### src/rtl/div_sequencer.sv
// div_sequencer: multi-cycle RV32M divide/remainder controller (DIV, DIVU, REM, REMU).
// Owns no adder; it borrows the shared stage-3 add/sub ALU while alu_own is high.
// Sequence: NEG_A (|dividend|), NEG_B (|divisor|), ITERS restoring iterations, FIX (sign).
//
// Ports:
//   clock, reset_n                 clock (rising edge), async active-low reset
//   start, op, dividend, divisor   issue request; sampled in IDLE only
//                                  op: 00 DIV, 01 DIVU, 10 REM, 11 REMU
//   stall                          hold result in DONE
//   flush                          squash in-flight op (priority over start/stall)
//   alu_eval_async                 combinational result of the shared ALU
//   alu_own, alu_add_or_sub,
//   alu_arg1, alu_arg2             ALU operand mux control and operands (1 = subtract)
//   busy, done, result             op in flight, result valid, quotient/remainder
module div_sequencer #(
  parameter int unsigned XLEN  = 32,
  parameter int unsigned ITERS = 32
) (
  input  logic            clock,
  input  logic            reset_n,
  input  logic            start,
  input  logic [1:0]      op,
  input  logic [XLEN-1:0] dividend,
  input  logic [XLEN-1:0] divisor,
  input  logic            stall,
  input  logic            flush,
  input  logic [XLEN-1:0] alu_eval_async,
  output logic            alu_own,
  output logic            alu_add_or_sub,
  output logic [XLEN-1:0] alu_arg1,
  output logic [XLEN-1:0] alu_arg2,
  output logic            busy,
  output logic            done,
  output logic [XLEN-1:0] result
);

  localparam int unsigned CntW = $clog2(ITERS);
  localparam logic [XLEN-1:0] MinVal  = {1'b1, {(XLEN-1){1'b0}}};
  localparam logic [XLEN-1:0] AllOnes = {XLEN{1'b1}};

  typedef enum logic [2:0] {StIdle, StNegA, StNegB, StIter, StFix, StDone} state_e;

  state_e          state_q, state_d;
  logic [1:0]      op_q, op_d;
  logic [XLEN-1:0] dvd_q, dvd_d;
  logic [XLEN-1:0] dvs_q, dvs_d;
  logic [XLEN-1:0] a_q, a_d;      // dividend magnitude, becomes quotient
  logic [XLEN-1:0] d_q, d_d;      // divisor magnitude
  logic [XLEN-1:0] r_q, r_d;      // partial remainder
  logic [CntW-1:0] cnt_q, cnt_d;
  logic [XLEN-1:0] result_q, result_d;

  logic            is_signed;
  logic            is_rem;
  logic [XLEN-1:0] iter_s;
  logic            borrow;
  logic            take;
  logic            fix_neg;

  always_comb begin
    is_signed = ~op_q[0];
    is_rem    = op_q[1];
    iter_s    = {r_q[XLEN-2:0], a_q[XLEN-1]};
    // Borrow of S - D from the sign bits: operands' MSBs differ -> D larger iff D[MSB].
    borrow    = (iter_s[XLEN-1] ^ d_q[XLEN-1]) ? d_q[XLEN-1] : alu_eval_async[XLEN-1];
    // A set R[MSB] means the 33-bit shifted remainder always exceeds D.
    take      = r_q[XLEN-1] | ~borrow;
    fix_neg   = is_signed & (is_rem ? dvd_q[XLEN-1] : (dvd_q[XLEN-1] ^ dvs_q[XLEN-1]));

    state_d  = state_q;
    op_d     = op_q;
    dvd_d    = dvd_q;
    dvs_d    = dvs_q;
    a_d      = a_q;
    d_d      = d_q;
    r_d      = r_q;
    cnt_d    = cnt_q;
    result_d = result_q;

    alu_own        = 1'b0;
    alu_add_or_sub = 1'b0;
    alu_arg1       = '0;
    alu_arg2       = '0;
    busy           = (state_q != StIdle);
    done           = (state_q == StDone);

    case (state_q)
      StIdle: begin
        if (start) begin
          op_d  = op;
          dvd_d = dividend;
          dvs_d = divisor;
          if (divisor == '0) begin
            result_d = op[1] ? dividend : AllOnes;
            state_d  = StDone;
          end else if (!op[0] && (dividend == MinVal) && (divisor == AllOnes)) begin
            result_d = op[1] ? '0 : MinVal;
            state_d  = StDone;
          end else begin
            state_d = StNegA;
          end
        end
      end
      StNegA: begin
        alu_own        = 1'b1;
        alu_add_or_sub = is_signed & dvd_q[XLEN-1];
        alu_arg2       = dvd_q;
        a_d            = alu_eval_async;
        state_d        = StNegB;
      end
      StNegB: begin
        alu_own        = 1'b1;
        alu_add_or_sub = is_signed & dvs_q[XLEN-1];
        alu_arg2       = dvs_q;
        d_d            = alu_eval_async;
        r_d            = '0;
        cnt_d          = '0;
        state_d        = StIter;
      end
      StIter: begin
        alu_own        = 1'b1;
        alu_add_or_sub = 1'b1;
        alu_arg1       = iter_s;
        alu_arg2       = d_q;
        r_d            = take ? alu_eval_async : iter_s;
        a_d            = {a_q[XLEN-2:0], take};
        cnt_d          = cnt_q + 1'b1;
        if (cnt_q == CntW'(ITERS - 1)) state_d = StFix;
      end
      StFix: begin
        alu_own        = 1'b1;
        alu_add_or_sub = fix_neg;
        alu_arg2       = is_rem ? r_q : a_q;
        result_d       = alu_eval_async;
        state_d        = StDone;
      end
      StDone: begin
        if (!stall) state_d = StIdle;
      end
      default: state_d = StIdle;
    endcase

    // Squash: back to idle, result untouched.
    if (flush) begin
      state_d  = StIdle;
      result_d = result_q;
    end
  end

  always_ff @(posedge clock or negedge reset_n) begin
    if (!reset_n) begin
      state_q  <= StIdle;
      op_q     <= '0;
      dvd_q    <= '0;
      dvs_q    <= '0;
      a_q      <= '0;
      d_q      <= '0;
      r_q      <= '0;
      cnt_q    <= '0;
      result_q <= '0;
    end else begin
      state_q  <= state_d;
      op_q     <= op_d;
      dvd_q    <= dvd_d;
      dvs_q    <= dvs_d;
      a_q      <= a_d;
      d_q      <= d_d;
      r_q      <= r_d;
      cnt_q    <= cnt_d;
      result_q <= result_d;
    end
  end

  assign result = result_q;

endmodule

### config.mk
export PLATFORM = sky130hd
export DESIGN_NAME = div_sequencer
export DESIGN_NICKNAME = d
export VERILOG_FILES = /design/src/rtl/div_sequencer.sv
export SDC_FILE = /design/constraint.sdc
export NUM_CORES = 1
export LEC_CHECK = 0
export BUFFER_PORTS_ARGS = -buffer_cell sky130_fd_sc_hd__buf_2
export CAP_MARGIN = 0
export CELL_PAD_IN_SITES_DETAIL_PLACEMENT = 2
export CELL_PAD_IN_SITES_GLOBAL_PLACEMENT = 2
export CORE_MARGIN = 8
export CORE_UTILIZATION = 33
export DETAILED_ROUTE_END_ITERATION = 6
export PLACE_DENSITY = 0.87
export SYNTH_ARGS = -nofsm -noshare
export SYNTH_HDL_FRONTEND = slang
export SYNTH_SLANG_ARGS = --single-unit
### constraint.sdc
create_clock -name clock -period 3.05 [get_ports clock]
set_clock_uncertainty 0.05 [all_clocks]
set_input_delay 0.305 -clock clock [delete_from_list [all_inputs] [get_ports clock]]
set_output_delay 0.305 -clock clock [all_outputs]
set_load 0.01 [all_outputs]
==> run_results.csv <==
group,metric,value,unit
run_status,outcome,"finished, final reports clean",
min_path,hold_depth,2,
pwr,swShare,0.321,
final_layout,post-route-cell-area,12900,um^2
routing,drtIter0Drc,559,
synth,synthTopCellsByCount,"dfrtp_1 (202), o21ai_0 (160), nand2_1 (141), mux2_2 (130), mux2i_1 (95)",
placed_design,place_ws,80.7,ps
min_path,min_from,"divisor[10]",
timing,final_max_slew_viol_count,0,
floorplan,num_rows,64,
placed_design,dp.cells,1507,
pwr,power_density,705,nW/um^2
timing,finalHoldViolations,0,
clock_tree,clk-insertion-delay-late,520,ps
critical_path,worstReg2RegStart,"state_q[1]",
pwr,power_frac_seq,0.429,
synth,synth.net_count,1056,
synth,yosys.area.top_type_share,0.498,
clock_tree,cts_made_buffers,25,
global_route,grt_pass1_wl,64800,um
floorplan,fp.dieW,191,um
synth,synth_fa_ha_area_frac,0.00247,
timing,period_share,0.991,
synth,ys_ff_latch,202,
synth,synth_area_leader_cell,"dfrtp_1",
global_route,antenna_found_initial,2,
global_route,grt.overflow.total,0,
synth,netlist_area,10100,um^2
final_layout,seq_area,5060,um^2
clock_tree,clock_path_buffers,3,
critical_path,worstSetupPathType,"in2reg",
final_layout,area_growth,26.7,%
synth,synth_top_family_by_area,"multiplexers",
floorplan,core-area,30400,um^2
synth,synth-edff-count,0,
clock_tree,clock_sinks,202,
run,drv_cap,0,
pwr,p_leak,6.00,nW
synth,yosysWarnings,0,
routing,drtAntennaViolNets,0,
pwr,clkPwrFrac,0.331,
timing,fin_ws,28.9,ps
routing,wirelength,43100,um
critical_path,startpoint,"dividend[27]",
timing,fin_crit,3020,ps
timing,worstMarginPinSlew,806,ps
final_layout,layout.nets,1267,
routing,drt-vias-per-instance,5.68,
synth,post_synth_inst_count,951,
synth,yosys.cell_types.count,36,
final_layout,drive_gt1_frac,0.367,
final_layout,multi_input_area,4840,um^2
timing,fmax,0.331,GHz
placed_design,io_buffers,202,
routing,drcViolationCount,0,
routing,drtPass1Iterations,5,
final_layout,final_cell_count_no_fill,1578,
clock_tree,cts_tree,"done",
pwr,intPower,0.00616,W
critical_path,ff2ff_path_depth,6,
synth,avgSynthCellArea,10.7,um^2
synth,synthFlopType,"dfrtp_1",
clock_tree,clk_pin_slew_worst_paths,60,ps
timing,final-setup-viol-count,0,
routing,wire_per_inst,27.3,um
synth,synth_xor_area_frac,0.000863,
global_route,grt_pass1_vias,10200,
synth,ys_seq_area_frac,0.498,
placed_design,place.gp.congestion,0.773,
pwr,switchingPower,0.00291,W
critical_path,r2r_end,"r_q[4]",
critical_path,r2r_slack,650,ps
critical_path,worstSetupEndpointType,"flip-flop",
placed_design,placed_area,11700,um^2
pwr,pwr-share-comb,0.239,
clock_tree,htree_levels,1,
timing,slew_headroom,0.458,
floorplan,start_util,0.333,
synth,synth_area_leaders,"dfrtp_1 (50%), mux2_2 (14%), mux2i_1 (9.4%), o21ai_0 (7.9%), nand2_1 (5.2%)",
global_route,grt_max_degree,67,
synth,yosysMostFrequentCell,"dfrtp_1",
pwr,ir_drop,409,uV
min_path,hold_end,"dvs_q[10]",
synth,yosys-mux-area-fraction,0.238,
critical_path,crit_arrival,3380,ps
clock_tree,cts_root_buf,"clkbuf_16",
floorplan,die-area,36600,um^2
global_route,grtUsageTotal,0.229,
min_path,min_path_type,"in2reg",
critical_path,required,3410,ps
floorplan,die_h,191,um
synth,synth-simple-area-share,0.108,
final_layout,nFillCells,3203,
timing,fin_setup_tns,0,ps
synth,async_reset_ff_frac,1.00,
placed_design,dp_hpwl,28500,um
floorplan,pin_count,203,
routing,vias,8961,
critical_path,crit_fanout,10,
critical_path,start_kind,"input port",
synth,synth_compound_area_frac,0.122,
metal layers:
layer	track usage	share of wire	vias up
met5	0	0	-
li1	-	-	3875
met4	0.0761	0.028	0
met2	0.389	0.50	234
met1	0.293	0.43	4780
met3	0.0343	0.042	72
sequential cells by signal, indices dropped and copies added (netlist names):
signal,count
cnt_q,5
d_q,32
dvd_q,32
op_q,2
state_q,3
dvs_q,32
r_q,32
result,32
a_q,32
area by class of cell:
class,instances,area share
flip-flops and latches,202,0.393
multi-input cells,672,0.376
repair buffers,259,0.126
clock buffers,35,0.0563
well taps,396,0.0385
clock inverters,9,0.00798
inverters,2,0.000584
diodes,3,0.000584
per-stage QoR:
stage / total power, W / hold slack [ps] / utilization
6_report: 0.00907 / 21.1 / 0.422
5_1_grt: 0.00947 / 9.57 / 0.422
4_1_cts: 0.00909 / 0.420 / 0.418
3_5_place_dp: 0.00600 / 304 / 0.386
3_3_place_gp: 0.00581 / 305 / 0.386
2_1_floorplan: 0.00505 / -40.6 / -
cells by family (layout without fill, tap and decap cells):
logic type	after synthesis	in the layout
AND/OR/NAND/NOR	236	236
other	0	3
AO/OA/AOI/OAI	208	208
multiplexers	225	225
buffers and inverters	77	305
XOR/XNOR	1	1
flip-flops	202	202
adder cells (fa/ha/maj)	2	2
placed cells by master, fill, tap and decap left out, types with 3 or more instances in the layout:
| master | n |
|---|---|
| buf_2 | 201 |
| dfrtp_1 | 199 |
| o21ai_0 | 160 |
| nand2_1 | 140 |
| mux2_2 | 130 |
| mux2i_1 | 95 |
| and3_1 | 34 |
| a221o_1 | 32 |
| buf_4 | 31 |
| clkbuf_16 | 27 |
| nor4_1 | 14 |
| dlygate4sd3_1 | 14 |
| nor2_1 | 12 |
| nand4_1 | 9 |
| buf_12 | 8 |
| clkbuf_8 | 7 |
| a21oi_1 | 6 |
| nand3_1 | 4 |
| nor3_1 | 4 |
| clkbuf_1 | 4 |
| clkinv_2 | 4 |
| diode_2 | 3 |
| clkinvlp_4 | 3 |
| dfrtp_2 | 3 |
power by group through the flow:
| stage | registers (W) | logic (W) | clock network, W |
|---|---|---|---|
| 5_1_grt | 0.00396 | 0.00234 | 0.00316 |
| 4_1_cts | 0.00388 | 0.00215 | 0.00306 |
| 2_1_floorplan | 0.00367 | 0.00138 | 0 |
| 3_3_place_gp | 0.00384 | 0.00197 | 0 |
| 3_5_place_dp | 0.00390 | 0.00209 | 0 |
| 6_report | 0.00389 | 0.00217 | 0.00301 |
worst max-delay path by stage:
stage / slack [ps] / cells after the start / to
after global routing: -30 / 8 / alu_add_or_sub
after floorplan: 640 / 7 / result[10]
final: 30 / 11 / result[6]
after global placement: 140 / 9 / result[26]
after CTS: 50 / 8 / alu_add_or_sub
after detailed placement: 80 / 9 / result[27]
worst max-delay path, stage by stage:
cell	delay [ps]
dlygate4sd3_1	530
buf_2	150
nor4_2	290
buf_4	170
nand4_1	150
or3_4	420
or4_4	510
a21oi_4	140
buf_4	170
clkbuf_16	190
mux2_2	350
repair_timing:
action                                 4_1_cts  5_1_grt
cloned                                       0        2
pin swaps                                    0        1
hold buffers                                14        0
gates resized for setup                      4        3
buffers inserted                             0        8
endpoints found under the hold margin       76        0
setup endpoints to repair                   17       43
Note: power is estimated with default switching activity, not from simulation.
